==> src/rtl/if_pkg.sv <==
// if_pkg: shared counter encodings, default reset PC and BHT entry type for the fetch stage
package if_pkg;
  localparam logic [1:0] CTR_SNT = 2'b00;
  localparam logic [1:0] CTR_WNT = 2'b01;
  localparam logic [1:0] CTR_WT = 2'b10;
  localparam logic [1:0] CTR_ST = 2'b11;
  localparam logic [31:0] DEFAULT_RESET_PC = 32'h0000_0000;
  typedef struct packed {
    logic valid;
    logic [29:0] tag;
    logic [31:0] target;
    logic [1:0] ctr;
  } bht_entry_t;
endpackage

==> src/rtl/bht_table.sv <==
// bht_table: direct-mapped table of 2-bit counters and targets; fetch read port, update train port
module bht_table import if_pkg::*; #(
  parameter int ENTRIES = 16
) (
  input  logic        clk,
  input  logic        rst,
  input  logic [29:0] rd_word,
  output logic [1:0]  rd_ctr,
  output logic [31:0] rd_target,
  input  logic        upd_valid,
  input  logic [29:0] upd_word,
  input  logic        upd_taken,
  input  logic [31:0] upd_target
);
  localparam int IDX_W = $clog2(ENTRIES);
  localparam bht_entry_t RST_ENTRY = '{valid: 1'b0, tag: '0, target: '0, ctr: CTR_WNT};
  bht_entry_t tbl_q [ENTRIES];
  bht_entry_t tbl_d [ENTRIES];
  logic [IDX_W-1:0] r_idx, w_idx;
  logic [29:0] r_tag, w_tag;
  bht_entry_t r_e, w_e;
  logic r_hit, w_hit;
  logic [1:0] ctr_up, ctr_dn;
  assign r_idx = rd_word[IDX_W-1:0];
  assign r_tag = rd_word >> IDX_W;
  assign r_e = tbl_q[r_idx];
  assign r_hit = r_e.valid && r_e.tag == r_tag;
  assign rd_ctr = r_hit ? r_e.ctr : CTR_WNT;
  assign rd_target = r_e.target;
  assign w_idx = upd_word[IDX_W-1:0];
  assign w_tag = upd_word >> IDX_W;
  assign w_e = tbl_q[w_idx];
  assign w_hit = w_e.valid && w_e.tag == w_tag;
  assign ctr_up = (w_e.ctr == CTR_ST) ? CTR_ST : w_e.ctr + 2'd1;
  assign ctr_dn = (w_e.ctr == CTR_SNT) ? CTR_SNT : w_e.ctr - 2'd1;
  // a taken miss allocates over whatever lives at the index; a not-taken miss leaves it alone
  always_comb begin
    tbl_d = tbl_q;
    if (upd_valid && upd_taken)
      tbl_d[w_idx] = '{valid: 1'b1, tag: w_tag, target: upd_target, ctr: w_hit ? ctr_up : CTR_WT};
    else if (upd_valid && w_hit)
      tbl_d[w_idx].ctr = ctr_dn;
  end
  always_ff @(posedge clk) begin
    if (rst)
      for (int i = 0; i < ENTRIES; i++) tbl_q[i] <= RST_ENTRY;
    else
      tbl_q <= tbl_d;
  end
endmodule

==> src/rtl/if_fetch_bht.sv <==
// if_fetch_bht: fetch PC register and next-PC mux with optional BHT prediction (IF_BHT_PREDICT_EN)
module if_fetch_bht import if_pkg::*; #(
  parameter int BHT_ENTRIES = 16,
  parameter logic [31:0] RESET_PC = DEFAULT_RESET_PC
) (
  input  logic        clk,
  input  logic        rst,
  input  logic        en,
  input  logic        load_use,
  input  logic        predict_fail,
  input  logic [31:0] correct_pc,
  input  logic        update_valid,
  input  logic [31:0] update_pc,
  input  logic        update_taken,
  input  logic [31:0] update_target,
  output logic [31:0] pc,
  output logic [31:0] pc_4,
  output logic [31:0] pc_predict,
  output logic [1:0]  binary_predict
);
  logic [31:0] pc_q, pc_d;
  assign pc = pc_q;
  assign pc_4 = pc_q + 32'd4;
`ifdef IF_BHT_PREDICT_EN
  logic [31:0] bht_target;
  logic unused_lo;
  assign unused_lo = ^update_pc[1:0];
  bht_table #(.ENTRIES(BHT_ENTRIES)) u_bht (
    .clk(clk),
    .rst(rst),
    .rd_word(pc_q[31:2]),
    .rd_ctr(binary_predict),
    .rd_target(bht_target),
    .upd_valid(update_valid),
    .upd_word(update_pc[31:2]),
    .upd_taken(update_taken),
    .upd_target(update_target)
  );
  assign pc_predict = binary_predict[1] ? bht_target : pc_4;
`else
  logic unused_upd;
  assign unused_upd = ^{update_valid, update_pc, update_taken, update_target};
  assign binary_predict = CTR_WNT;
  assign pc_predict = pc_4;
`endif
  always_comb pc_d = predict_fail ? correct_pc : (load_use || !en) ? pc_q : pc_predict;
  always_ff @(posedge clk) pc_q <= rst ? RESET_PC : pc_d;
endmodule

==> config.mk <==
export PLATFORM = sky130hd
export DESIGN_NAME = if_fetch_bht
export DESIGN_NICKNAME = d
export VERILOG_FILES = /design/src/rtl/if_pkg.sv /design/src/rtl/bht_table.sv /design/src/rtl/if_fetch_bht.sv
export SDC_FILE = /design/constraint.sdc
export NUM_CORES = 1
export LEC_CHECK = 0
export CAP_MARGIN = 20
export CORE_ASPECT_RATIO = 0.8
export CORE_UTILIZATION = 39
export CTS_BUF_LIST = sky130_fd_sc_hd__clkbuf_2 sky130_fd_sc_hd__clkbuf_4 sky130_fd_sc_hd__clkbuf_8
export DETAILED_ROUTE_END_ITERATION = 16
export GPL_TIMING_DRIVEN = 0
export PLACE_DENSITY = 0.89
export REMOVE_ABC_BUFFERS = 1
export SLEW_MARGIN = 20
export SYNTH_ARGS = -nofsm -noshare
export SYNTH_HDL_FRONTEND = slang
export SYNTH_HIERARCHICAL = 1
export SYNTH_SLANG_ARGS = --single-unit
==> constraint.sdc <==
create_clock -name clk -period 4.1 [get_ports clk]
set_input_delay 0.41 -clock clk [delete_from_list [all_inputs] [get_ports clk]]
set_output_delay 0.41 -clock clk [all_outputs]
set_load 0.05 [all_outputs]
==> flow_summary.html <==
<table>
<tr><th>Metric</th><th>Value</th></tr>
<tr><th colspan="2">Logic synthesis</th></tr>
<tr><td>Top cell types by occurrence after synthesis</td><td>buf_4 (40), nor2_1 (34), dfxtp_1 (32), nand2_1 (29), clkbuf_1 (21)</td></tr>
<tr><td>Synth Cell Area</td><td>2784 sq um</td></tr>
<tr><td>Synth cell types</td><td>54</td></tr>
<tr><td>Top cell type by total area after synthesis</td><td>dfxtp_1</td></tr>
<tr><td>Average cell area after synthesis</td><td>7.484 sq um</td></tr>
<tr><td>Share of synthesized flip-flops with an asynchronous set or reset</td><td>0%</td></tr>
<tr><td>Yosys synthesis warning count</td><td>6</td></tr>
<tr><td>Gate Count Post-Synth</td><td>372</td></tr>
<tr><td>Largest cells by area after synthesis</td><td>dfxtp_1 (23%), buf_4 (11%), xnor2_1 (6.0%)</td></tr>
<tr><td>Synth Flop Type</td><td>dfxtp_1</td></tr>
<tr><td>Post-synthesis sequential area ratio</td><td>between 20% and 30%</td></tr>
<tr><td>Share of the synthesized area in the top cell type</td><td>23.01%</td></tr>
<tr><td>Flops &amp; latches, synth</td><td>32</td></tr>
<tr><td>Dominant cell by count in the synthesized netlist</td><td>buf_4</td></tr>
<tr><td>Number of synthesized flops with an enable pin</td><td>0</td></tr>
<tr><th colspan="2">Timing</th></tr>
<tr><td>Number of failing hold endpoints at the final stage</td><td>0</td></tr>
<tr><td>Final worst path period need</td><td>3.764 ns</td></tr>
<tr><td>Final setup viols</td><td>0</td></tr>
<tr><td>Max Clock Freq</td><td>between 0.2 and 0.3 GHz</td></tr>
<tr><td>Setup repair after global routing missed its margin</td><td>no</td></tr>
<tr><td>Total count of max-transition violations in the final report</td><td>0</td></tr>
<tr><td>Clock skew</td><td>0.006875 ns</td></tr>
<tr><td>Worst slew margin relative to its limit</td><td>34.08%</td></tr>
<tr><td>Measured slew at the worst slew-check pin</td><td>0.9888 ns</td></tr>
<tr><td>Final clock period utilization by the worst path</td><td>91.82%</td></tr>
<tr><th colspan="2">CTS</th></tr>
<tr><td>Clock edge transition at the registers on the reported setup and hold paths</td><td>0.07 ns</td></tr>
<tr><td>Number of H-tree levels</td><td>2</td></tr>
<tr><td>Number of sinks on the clock net</td><td>32</td></tr>
<tr><td>Clock latency at the later pin of the worst-skew pair</td><td>0.28 ns</td></tr>
<tr><td>Clock root buffer</td><td>clkbuf_8</td></tr>
<tr><td>Number of buffers created by CTS</td><td>5</td></tr>
<tr><td>Hold bufs inserted after CTS</td><td>0</td></tr>
<tr><td>Clock tree from TritonCTS</td><td>yes</td></tr>
<tr><td>Buffer count from post-CTS setup fixing</td><td>0</td></tr>
<tr><td>Resize count post-CTS</td><td>0</td></tr>
<tr><td>CTS max path bufs</td><td>2</td></tr>
<tr><th colspan="2">Worst setup path</th></tr>
<tr><td>Critical path data required time</td><td>between 3 and 4 ns</td></tr>
<tr><td>Startpoint-to-endpoint class of the critical path</td><td>flip-flop to output port</td></tr>
<tr><td>Cell-by-cell listing of the critical path</td><td>ha_1 -&gt; nand3_1 -&gt; nor3_2 -&gt; and2_1 -&gt; xor2_1 -&gt; clkdlybuf4s50_1</td></tr>
<tr><td>Gate family responsible for the most delay along the worst path</td><td>simple AND/OR/NAND/NOR gates</td></tr>
<tr><td>Cell with the biggest individual delay on the critical path</td><td>clkdlybuf4s50_1</td></tr>
<tr><td>Highest net fanout along the worst path</td><td>12</td></tr>
<tr><td>Arrival time of data at the critical path endpoint</td><td>3.35 ns</td></tr>
<tr><td>Nature of the critical path startpoint</td><td>flip-flop</td></tr>
<tr><td>Maximum cell stage delay along the critical path</td><td>0.84 ns</td></tr>
<tr><td>R2r setup slk</td><td>1.54 ns</td></tr>
<tr><td>Sort of element at the end of the critical path</td><td>output port</td></tr>
<tr><td>Buffers and inverters on the worst path</td><td>1</td></tr>
<tr><th colspan="2">Power and ir drop</th></tr>
<tr><td>Internal power of the cells</td><td>628.4 uW</td></tr>
<tr><td>Static Leakage</td><td>1.316 nW</td></tr>
<tr><td>Power density relative to cell area</td><td>288.6 nW/um^2</td></tr>
<tr><td>Share of power burned in registers</td><td>33.9%</td></tr>
<tr><td>Power consumption</td><td>around 1.1 mW</td></tr>
<tr><td>Max rail drop VDD</td><td>200.3 uV</td></tr>
<tr><td>Net load switching power</td><td>490.1 uW</td></tr>
<tr><td>Clk pwr share</td><td>21.5%</td></tr>
<tr><td>Switching power share of the total</td><td>roughly 44%</td></tr>
<tr><td>Logic pwr share</td><td>44.5%</td></tr>
<tr><th colspan="2">Placement</th></tr>
<tr><td>IO Port Bufs</td><td>132</td></tr>
<tr><td>Global placer's final weighted congestion</td><td>0.8565</td></tr>
<tr><td>Total half-perimeter wirelength after legalization and detailed placement</td><td>~6200 um</td></tr>
<tr><th colspan="2">Final layout</th></tr>
<tr><td>Ant. Diodes</td><td>0</td></tr>
<tr><td>Final Core Density</td><td>56.25%</td></tr>
<tr><td>Number of nets in the layout</td><td>between 500 and 600</td></tr>
<tr><td>Layout cell share with drive strength beyond 1</td><td>5.215%</td></tr>
<tr><td>Layout-stage area growth over the synthesis result</td><td>39.24%</td></tr>
<tr><td>Fill cell count</td><td>approximately 660</td></tr>
<tr><td>Largest register FFs</td><td>32</td></tr>
<tr><th colspan="2">Drt</th></tr>
<tr><td>Count of unresolved DRC violations after routing</td><td>0</td></tr>
<tr><td>Remaining antenna violation count after routing</td><td>0</td></tr>
<tr><td>Routed wire length</td><td>8441 um</td></tr>
<tr><td>Via total after detailed routing</td><td>~3k</td></tr>
<tr><td>Mean number of vias per cell</td><td>about 5.6</td></tr>
<tr><td>DR pass1 iterations</td><td>5</td></tr>
<tr><td>Routed len/inst</td><td>15.99 um</td></tr>
<tr><td>Detailed router's first-iteration violation count</td><td>130</td></tr>
<tr><th colspan="2">Floorplanning</th></tr>
<tr><td>Initial standard-cell utilization of the core</td><td>between 40% and 50%</td></tr>
<tr><td>Number of top-level pins</td><td>201</td></tr>
<tr><td>Placeable Area</td><td>between 6000 and 7000 sq um</td></tr>
<tr><td>Area of the die</td><td>7482 sq um</td></tr>
<tr><td>Row Count</td><td>27</td></tr>
<tr><td>Die width</td><td>96.46 um</td></tr>
<tr><td>Die height</td><td>77.57 um</td></tr>
<tr><th colspan="2">Global routing</th></tr>
<tr><td>Aggregate global routing overflow</td><td>0</td></tr>
<tr><td>Global routing usage summed across all routing layers</td><td>23.09%</td></tr>
<tr><td>Vias in the first global route</td><td>2793</td></tr>
<tr><td>Maximum number of pins on one net before global-route repair</td><td>49</td></tr>
<tr><td>Global-route wire length before repair</td><td>13570 um</td></tr>
<tr><td>Initial antenna violation count</td><td>0</td></tr>
<tr><th colspan="2">Run status</th></tr>
<tr><td>Run status</td><td>finished clean</td></tr>
<tr><th colspan="2">Flow run</th></tr>
<tr><td>Max-cap violations</td><td>0</td></tr>
<tr><th colspan="2">Min path</th></tr>
<tr><td>Worst Hold Class</td><td>flip-flop to flip-flop</td></tr>
</table>
area by class of cell:
type / instances / area, sq um / area share (%)
clock buffers: 6 / 76.32 / 1.969
inverters: 11 / 41.29 / 1.065
multi-input cells: 258 / 1683 / 43.41
clock inverters: 1 / 5.005 / 0.1291
well taps: 87 / 108.9 / 2.808
flip-flops and latches: 32 / 640.6 / 16.53
repair buffers: 133 / 1321 / 34.09
routing by layer:
| layer | routed length, um | share of wire, % | track usage [%] | vias to the layer above |
|---|---|---|---|---|
| met5 | 0 | 0 | 0 | - |
| met4 | 109 | 1.3 | 6.471 | 0 |
| met3 | 681 | 8.1 | 5.196 | 8 |
| met2 | 3924 | 46 | 38.17 | 135 |
| met1 | 3726 | 44 | 29.76 | 1388 |
| li1 | - | - | - | 1438 |
cell families after synthesis:
logic type	count (synthesis)	synth area share [%]
adders and majority gates	1	0.4494
and+or+nand+nor	160	31.51
xor gates and xnor gates	36	11.33
AOI/OAI and AO/OA	57	15.69
DFF	32	23.01
muxes	2	0.7191
other	2	0.2698
buffers and inverters	82	17.03
through the flow:
| stage | worst slack, ns | setup TNS, ns | hold WS (ns) | cells | area [sq um] |
|---|---|---|---|---|---|
| 3_3_place_gp | 0.1994 | 0 | 0.5249 | 520 | 3781 |
| 4_1_cts | 0.3188 | 0 | 0.5534 | 528 | 3874 |
| 2_1_floorplan | -0.06119 | -0.3637 | 0.4791 | 301 | 2351 |
| 5_1_grt | 0.03222 | 0 | 0.5934 | 528 | 3876 |
| 6_report | 0.3355 | 0 | 0.5468 | 528 | 3876 |
| 3_5_place_dp | 0.6342 | 0 | 0.5396 | 521 | 3792 |
power groups by stage:
stage / Clock, mW / Combinational [mW] / Sequential, mW
6_report: 0.241 / 0.498 / 0.380
5_1_grt: 0.263 / 0.520 / 0.385
4_1_cts: 0.245 / 0.500 / 0.379
3_5_place_dp: 0 / 0.498 / 0.386
3_3_place_gp: 0 / 0.492 / 0.385
2_1_floorplan: 0 / 0.232 / 0.457
path summary, 6_finish.rpt:
| check | from | endpoint | cells after the start |
|---|---|---|---|
| worst max-delay path | pc[2]$_SDFFE_PP0N_ | pc_4[24] | 6 |
| worst min-delay path | pc[1]$_SDFFE_PP0P_ | pc[1]$_SDFFE_PP0P_ | 2 |
| worst max register to register | pc[2]$_SDFFE_PP0N_ | pc[14]$_SDFFE_PP0N_ | 5 |
| worst min register to register | pc[1]$_SDFFE_PP0P_ | pc[1]$_SDFFE_PP0P_ | 2 |
worst reg2reg max path: stages (launching register included):
cell and delay (ns):
dfxtp_1 0.43, ha_1 0.25, nand3_1 0.36, or3_1 0.63, or4_1 0.50, a311oi_1 0.28
placed cells by master, fill, tap and decap left out, types with 3 or more instances in the layout:
cell             instances
nand4_1                 13
o21ai_0                  3
xnor2_1                 19
inv_1                   10
o221ai_1                 3
a21oi_1                  5
nor3_1                  13
a2111oi_0                3
or2_2                    3
and3_1                   3
clkdlybuf4s50_1        131
clkbuf_8                 5
and4_1                   4
nand2b_1                 3
or4_1                    5
nor2_1                  34
a211oi_1                 8
dfxtp_1                 32
nor4_1                  14
o31ai_1                  6
nand3_1                 13
xor2_1                  17
and2_1                   8
a31oi_1                  6
nand4b_1                 3
a311oi_1                 9
or3_1                    5
nand2_1                 29
Note: power is estimated with default switching activity, not from simulation.
